## src/rtl/rst_sequencer_pkg.sv

```systemverilog
// rtl/rst_sequencer_pkg.sv - shared types and width helpers for the reset sequencer
//
// Purpose: state encoding and width-derivation helpers used by rst_sequencer.
// Ports:   none (package).

package rst_sequencer_pkg;

  typedef enum logic [1:0] {
    ST_HOLD  = 2'd0,
    ST_WAIT  = 2'd1,
    ST_RUN   = 2'd2,
    ST_FAULT = 2'd3
  } state_e;

  // ceil(log2(v)) but never below one bit, so a degenerate range still gets a real signal.
  function automatic int clog2_min1(input int v);
    if (v <= 2) return 1;
    return $clog2(v);
  endfunction

  function automatic int cnt_width(input int hold_cycles, input int timeout_cycles);
    return clog2_min1((hold_cycles > timeout_cycles) ? hold_cycles : timeout_cycles);
  endfunction

  function automatic int idx_width(input int n_stages);
    return clog2_min1(n_stages);
  endfunction

  function automatic int retry_width(input int max_retry);
    return clog2_min1(max_retry);
  endfunction

endpackage

```

## src/rtl/rst_sequencer.sv

```systemverilog
// rtl/rst_sequencer.sv - ordered reset release of N downstream stages
//
// Purpose: holds every stage in reset for HOLD_CYCLES, then releases stages one at a
//          time, waiting for each stage_ready before releasing the next. Timeouts
//          retry the whole sequence up to MAX_RETRY times before latching FAULT.
// Ports:
//   clk_out      in   PLL-derived clock
//   arst         in   asynchronous active-high reset
//   sw_rst_req   in   one-cycle request for a full re-sequence
//   stage_ready  in   per-stage alive status (already synchronised)
//   stage_rst    out  per-stage reset, active-high
//   all_ready    out  high in RUN
//   busy         out  high in HOLD or WAIT
//   timeout_err  out  sticky timeout flag
//   ready_lost   out  sticky flag: a released stage dropped ready
//   fault        out  high in FAULT
//   fail_stage   out  index of the last stage that timed out

module rst_sequencer
  import rst_sequencer_pkg::*;
#(
  parameter int N_STAGES       = 4,
  parameter int HOLD_CYCLES    = 16,
  parameter int TIMEOUT_CYCLES = 1024,
  parameter int MAX_RETRY      = 3
) (
  input  logic                        clk_out,
  input  logic                        arst,
  input  logic                        sw_rst_req,
  input  logic [N_STAGES-1:0]         stage_ready,
  output logic [N_STAGES-1:0]         stage_rst,
  output logic                        all_ready,
  output logic                        busy,
  output logic                        timeout_err,
  output logic                        ready_lost,
  output logic                        fault,
  output logic [$clog2(N_STAGES)-1:0] fail_stage
);

  localparam int CW = cnt_width(HOLD_CYCLES, TIMEOUT_CYCLES);
  localparam int KW = idx_width(N_STAGES);
  localparam int RW = retry_width(MAX_RETRY);

  localparam logic [CW-1:0] HOLD_LAST    = CW'(HOLD_CYCLES - 1);
  localparam logic [CW-1:0] TIMEOUT_LAST = CW'(TIMEOUT_CYCLES - 1);
  localparam logic [CW-1:0] CNT_MAX      = '1;
  localparam logic [KW-1:0] K_LAST       = KW'(N_STAGES - 1);
  localparam logic [RW-1:0] RETRY_LAST   = RW'(MAX_RETRY - 1);

  state_e                state_q, state_d;
  logic [CW-1:0]         cnt_q, cnt_d, cnt_inc;
  logic [KW-1:0]         k_q, k_d;
  logic [RW-1:0]         retry_q, retry_d;
  logic [N_STAGES-1:0]   stage_rst_q, stage_rst_d;
  logic                  all_ready_q, all_ready_d;
  logic                  busy_q, busy_d;
  logic                  timeout_err_q, timeout_err_d;
  logic                  ready_lost_q, ready_lost_d;
  logic                  fault_q, fault_d;
  logic [KW-1:0]         fail_stage_q, fail_stage_d;
  logic                  lower_lost;

  // Reset vector while waiting on stage idx: stages 0..idx released, the rest held.
  function automatic logic [N_STAGES-1:0] held_above(input logic [KW-1:0] idx);
    logic [N_STAGES-1:0] m;
    m = '0;
    for (int i = 0; i < N_STAGES; i++) begin
      m[i] = (i > int'(idx));
    end
    return m;
  endfunction

  // Saturating increment: the counter never wraps back into a "fresh" count.
  assign cnt_inc = (cnt_q == CNT_MAX) ? cnt_q : cnt_q + CW'(1);

  // A stage released before the one currently being waited on has dropped ready.
  always_comb begin
    lower_lost = 1'b0;
    for (int i = 0; i < N_STAGES; i++) begin
      if ((i < int'(k_q)) && !stage_ready[i]) begin
        lower_lost = 1'b1;
      end
    end
  end

  always_comb begin
    state_d       = state_q;
    cnt_d         = cnt_q;
    k_d           = k_q;
    retry_d       = retry_q;
    timeout_err_d = timeout_err_q;
    ready_lost_d  = ready_lost_q;
    fail_stage_d  = fail_stage_q;

    if (sw_rst_req) begin
      state_d       = ST_HOLD;
      cnt_d         = '0;
      k_d           = '0;
      retry_d       = '0;
      timeout_err_d = 1'b0;
      ready_lost_d  = 1'b0;
    end else begin
      unique case (state_q)
        ST_HOLD: begin
          if (cnt_q == HOLD_LAST) begin
            state_d = ST_WAIT;
            cnt_d   = '0;
            k_d     = '0;
          end else begin
            cnt_d = cnt_inc;
          end
        end
        ST_WAIT: begin
          // Losing an already-released stage invalidates the sequence, so it outranks progress.
          if (lower_lost) begin
            ready_lost_d = 1'b1;
            state_d      = ST_HOLD;
            cnt_d        = '0;
            k_d          = '0;
          end else if (stage_ready[k_q]) begin
            cnt_d = '0;
            if (k_q == K_LAST) begin
              state_d = ST_RUN;
            end else begin
              k_d = k_q + KW'(1);
            end
          end else if (cnt_q == TIMEOUT_LAST) begin
            timeout_err_d = 1'b1;
            fail_stage_d  = k_q;
            cnt_d         = '0;
            k_d           = '0;
            if (retry_q == RETRY_LAST) begin
              state_d = ST_FAULT;
            end else begin
              retry_d = retry_q + RW'(1);
              state_d = ST_HOLD;
            end
          end else begin
            cnt_d = cnt_inc;
          end
        end
        ST_RUN: begin
          if (!(&stage_ready)) begin
            ready_lost_d = 1'b1;
            state_d      = ST_HOLD;
            cnt_d        = '0;
            k_d          = '0;
          end
        end
        ST_FAULT: begin
          state_d = ST_FAULT;
        end
        default: begin
          state_d = ST_HOLD;
          cnt_d   = '0;
          k_d     = '0;
        end
      endcase
    end

    // Outputs follow the next state so they are registered alongside it.
    unique case (state_d)
      ST_WAIT: stage_rst_d = held_above(k_d);
      ST_RUN:  stage_rst_d = '0;
      default: stage_rst_d = '1;
    endcase
    all_ready_d = (state_d == ST_RUN);
    busy_d      = (state_d == ST_HOLD) || (state_d == ST_WAIT);
    fault_d     = (state_d == ST_FAULT);
  end

  always_ff @(posedge clk_out or posedge arst) begin
    if (arst) begin
      state_q       <= ST_HOLD;
      cnt_q         <= '0;
      k_q           <= '0;
      retry_q       <= '0;
      stage_rst_q   <= '1;
      all_ready_q   <= 1'b0;
      busy_q        <= 1'b1;
      timeout_err_q <= 1'b0;
      ready_lost_q  <= 1'b0;
      fault_q       <= 1'b0;
      fail_stage_q  <= '0;
    end else begin
      state_q       <= state_d;
      cnt_q         <= cnt_d;
      k_q           <= k_d;
      retry_q       <= retry_d;
      stage_rst_q   <= stage_rst_d;
      all_ready_q   <= all_ready_d;
      busy_q        <= busy_d;
      timeout_err_q <= timeout_err_d;
      ready_lost_q  <= ready_lost_d;
      fault_q       <= fault_d;
      fail_stage_q  <= fail_stage_d;
    end
  end

  assign stage_rst   = stage_rst_q;
  assign all_ready   = all_ready_q;
  assign busy        = busy_q;
  assign timeout_err = timeout_err_q;
  assign ready_lost  = ready_lost_q;
  assign fault       = fault_q;
  assign fail_stage  = fail_stage_q;

endmodule

```

## config.mk

```make
export PLATFORM = sky130hd
export DESIGN_NAME = rst_sequencer
export DESIGN_NICKNAME = d
export VERILOG_FILES = /design/src/rtl/rst_sequencer_pkg.sv /design/src/rtl/rst_sequencer.sv
export SDC_FILE = /design/constraint.sdc
export NUM_CORES = 1
export LEC_CHECK = 0
export BUFFER_PORTS_ARGS = -buffer_cell sky130_fd_sc_hd__buf_2
export CORE_MARGIN = 2
export CORE_UTILIZATION = 55
export CTS_BUF_LIST = sky130_fd_sc_hd__clkbuf_4
export DETAILED_ROUTE_END_ITERATION = 7
export PLACE_DENSITY = 0.75
export SYNTH_ARGS = -nofsm -noshare
export SYNTH_HDL_FRONTEND = slang
export SYNTH_SLANG_ARGS = --single-unit
```

## constraint.sdc

```tcl
create_clock -name clk_out -period 2.8 [get_ports clk_out]
set_input_delay 0.84 -clock clk_out [delete_from_list [all_inputs] [get_ports clk_out]]
set_output_delay 0.84 -clock clk_out [all_outputs]
set_load 0.005 [all_outputs]
```

# After elaboration in Yosys (flattened, before gate mapping)
# Cells that the tools add are included.
# classes
add_sub_neg	3
bitwise	3
order_cmp	7
mux	46
reduce_logical	19
n_eq_ne	15
# ops
op	n
$mux 10	7
$mux 2	21
$pmux 10 s3	1
$eq 2x2->1 const B	6
$mux 1	12
$add 10x1->10 const B	1
$eq 10x10->1 const B	1
$eq 10x4->1 const B	1
$reduce_and 5->1	2
$pmux 2 s4	1
$pmux 4 s2	1
$reduce_and 4->1	2
$ne 2x2->1 const B	3
$ne 3x3->1 const B	2
$pmux 2 s3	1
$add 2x1->2 const B	2
$eq 2x1->1 const B	2
$gt 2x2->1 const A	2
$logic_not 2->1	2
$lt 1x2->1 const A	2
$reduce_bool 2->1	2
$reduce_bool 4->1	1
$logic_and 1x1->1	3
$logic_not 1->1	3
10 further kinds	12
# totals
in_bits	7
word_cells	104
out_inout_bits	11
ff_bits	27

# Depth between registers and ports, before layout
# depth
word_depth	10
depth_mapped	10
ltp_nobuf	10

# Worst setup path before layout
# OpenSTA, ideal clock, no wires.
# synth_path
path_type	input to register
startpoint	input stage_ready[3]
endpoint	register stage_rst_q[1] (netlist: stage_rst[1])
stages	7
setup_ns	0.078
slack_ns	-0.010
arrival_ns	2.732
cell_sequence	mux4_2 > nor4_2 > o311ai_0 > a221oi_1 > ha_1 > nor2_1 > a31o_2
# synth_via
elab_chain_len	8
# synth_lines
item	line_no	text
from (decl)	rst_sequencer.sv:30	input logic [N_STAGES-1:0] stage_ready,
$bmux 1 s2	rst_sequencer.sv:120	end else if (stage_ready[k_q]) begin
$mux 1 (implied by the code)	rst_sequencer.sv:120	
$mux 2	rst_sequencer.sv:120	
$mux 2	rst_sequencer.sv:115	if (lower_lost) begin
$pmux 2 s4 *	rst_sequencer.sv:103	unique case (state_q)
$mux 2 *	rst_sequencer.sv:95	if (sw_rst_req) begin
via state_d[1]	rst_sequencer.sv:50	state_e state_q, state_d;
$eq 2x2->1 *	--	
via all_ready_d	rst_sequencer.sv:55	logic all_ready_q, all_ready_d;
$pmux 4 s2 *	rst_sequencer.sv:162	unique case (state_d)
via stage_rst_d[1]	rst_sequencer.sv:54	logic [N_STAGES-1:0] stage_rst_q, stage_rst_d;
to (signal assigned)	rst_sequencer.sv:190	stage_rst_q <= stage_rst_d;
to (decl)	rst_sequencer.sv:54	
# The timed path passes the listed nets; every way through them passes the cells marked *. The select of a mux whose other input is x is not followed.
# A chain may end at the register's enable or synchronous reset.

# Worst setup path after layout
# layout_path
startpoint	input stage_ready[3]
endpoint	register stage_rst_q[1] (netlist: stage_rst[1])
# layout_via
elab_chain_len	8
# layout_lines
item	line_no	text
$bmux 1 s2	rst_sequencer.sv:120	
$mux 1 (implied by the code)	rst_sequencer.sv:120	
$mux 2	rst_sequencer.sv:120	
$mux 2	rst_sequencer.sv:115	
$pmux 2 s3 / $pmux 2 s4 (equally long branches)	rst_sequencer.sv:103	
$mux 2	rst_sequencer.sv:95	
$gt 1x2->1 (tied with other cells)	rst_sequencer.sv:68	m[i] = (i > int'(idx));
$pmux 4 s2 *	rst_sequencer.sv:162	
via stage_rst_d[1]	rst_sequencer.sv:54	
# Marked as above.

==> flow_summary.toml <==
[grt]
grt_usage_pct = 24.1
grt_antenna_before_repair = 0
grt_pass1_wl_mm = 6.40
grt_pass1_vias = 1409
grt_overflow = 0
grt_max_degree = 28

[synth]
ys_types = 49
syn-num-nets = 190
syn-instance-count = 172
synthArstFlopShare_pct = 100
yosys_warnings = 0
synth-seq-area-share_pct = 40.6
synth_top_flop_cell = "dfrtp_1"
synth_area_um2 = 1680
avgSynthCellArea_um2 = 9.76
synth-seq-cells = 27
synth_edf_count = 0

[floorplan]
die_h_um = 59.3
initial_core_util_pct = 56.4
die_x_um = 59.3
fp.dieArea_um2 = 3510
core-area_um2 = 2980
pin_count = 18
row_count = 20

[setup_path]
worstSetupPathType = "in -> reg"
timing.rr.start = "cnt_q[0]$_DFFE_PP0P_"
cp-startpoint = "stage_ready[3]"
worstPathMaxFanout = 4
cp.arrival_ns = 2.82
worst_setup_path_end_kind = "flip-flop"
required_ns = 3.08
cp-start-kind = "input port"

[sta]
setup_viol = 0
hold_violations = 0
min_period_ns = 2.53
maxSlewViolCount = 0
whs_ns = 0.513
fmax_ghz = 0.395
fin_skew_ns = 0.00494
tightest_slew_ns = 0.526
final.period_utilization_pct = 90.5
rsz0062_at_grt = "no"
tns_ns = 0
slew_headroom_pct = 64.6

[cells_and_area]
multi_input_area_um2 = 922
drive_gt1_share_pct = 27.0
nFillCells = 256
fin_util_pct = 64.3
antennaDiodeCount = 0
postLayoutCellArea_um2 = 1910
final_common_cell = "dfrtp_1"
areaGrowthSynthToFinish_pct = 14.0
layout.cells.most_common_list = "dfrtp_1 (22), buf_2 (17), buf_4 (14)"
seqCellArea_um2 = 682
nets = 219

[placed_design]
port_buffers = 17
dpl_cell_area_um2 = 1880
dp_hpwl_mm = 2.85
gp_congestion = 0.895

[hold_path]
min_from = "timeout_err$_DFFE_PP0P_"
min_path_type = "reg -> reg"

[detailed_routing]
final_antenna_net_count = 0
vias = 1510
drt_wl_total_mm = 3.81
wl_per_cell_um = 16.4
drtPass1Iterations = 4
drt_iter0_markers = 65
via_per_inst = 6.48
route.detailed.drc = 0

[pwr]
vdd_ir_drop_max_mv = 0.372
p_total_mw = 1.39
p_leak_nw = 0.851
p_per_area_nw_per_um2 = 727

[run_status]
outcome = "completed"

[clock_tree]
cts_buffers = 3
clock_path_buffers = 2
hold_buffers = 0
postCtsResizedCells = 0
cts_root_buf = "clkbuf_4"
h-tree-depth = 1
cts_tree = "built"
clkTransAtPathRegs_ns = 0.14
clock_latency_ns = 0.33
clock-sinks = 27
post_cts_buffers = 0

[flow_run]
cap_viol_max_count = 0
==> kinds of logic after synthesis <==
logic type | after synthesis | synth area share, %
AND/OR/NAND/NOR | 63 | 21.2
AO/OA/AOI/OAI | 45 | 20.6
flip-flops | 27 | 40.6
buffers and inverters | 20 | 4.99
adder cells (fa/ha/maj) | 11 | 8.20
multiplexers | 4 | 3.35
XOR/XNOR | 2 | 1.04
==> synthesized netlist by cell type (3+ instances only) <==
library cell | count | area, um^2
dfrtp_1 | 22 | 551
nor2_1 | 12 | 45.0
ha_1 | 11 | 138
inv_1 | 11 | 41.3
nand2_1 | 10 | 37.5
a21oi_1 | 9 | 45.0
nor3_1 | 7 | 35.0
nand4_1 | 6 | 37.5
and3_1 | 5 | 31.3
clkbuf_1 | 5 | 18.8
dfstp_2 | 5 | 131
nand3_1 | 5 | 25.0
o21ai_0 | 5 | 25.0
a211oi_1 | 4 | 30.0
nor4_1 | 4 | 25.0
a31o_2 | 3 | 26.3
and4_1 | 3 | 26.3
mux2_2 | 3 | 33.8
==> through the flow <==
stage,instances,setup slack (ns)
finish,233,0.265
global route,233,0.141
CTS,233,0.267
detailed placement,229,-0.0963
global placement,229,-0.0347
floorplan,172,0.0103
==> power breakdown <==
part | switching (mW) | internal [mW]
logic | 0.378 | 0.302
clock network | 0.117 | 0.0656
registers | 0.0518 | 0.477
total | 0.547 | 0.845
==> worst max-delay path: stages <==
cell      delay, ns
buf_2          0.10
mux4_2         0.50
nor4_4         0.21
o311ai_0       0.21
buf_4          0.18
a221o_1        0.29
ha_1           0.22
nor2_1         0.13
a31o_2         0.12
==> layout make-up <==
class	count	share of cell area (%)
multi-input cells	125	48.2
flip-flops and latches	27	35.6
well taps	33	2.16
repair buffers	31	9.93
clock buffers	4	1.57
inverters	13	2.55
==> flip-flops by register name (all words and copies together), names as in the netlist <==
register / count
ready_lost: 1
retry_q: 2
fault: 1
busy: 1
all_ready: 1
state_q: 2
timeout_err: 1
stage_rst: 4
fail_stage: 2
k_q: 2
cnt_q: 10
==> metal layers <==
layer	global-route usage (%)	wire, um
met5	0	0
met4	8.12	64
met2	38.1	1810
met1	33.7	1760
met3	3.28	176
==> worst paths after layout <==
path,end,slack [ns],depth (start not counted)
setup / recovery,stage_rst[1]$_DFF_PP1_,0.27,9
hold / removal,timeout_err$_DFFE_PP0P_,0.51,2
setup reg to reg,fail_stage[1]$_DFFE_PP0P_,0.32,6
hold reg to reg,timeout_err$_DFFE_PP0P_,0.51,2
max in group asynchronous,stage_rst[1]$_DFF_PP1_,1.96,3
min in group asynchronous,cnt_q[2]$_DFFE_PP0P_,0.54,3
Power figures use the tool's default switching activity.
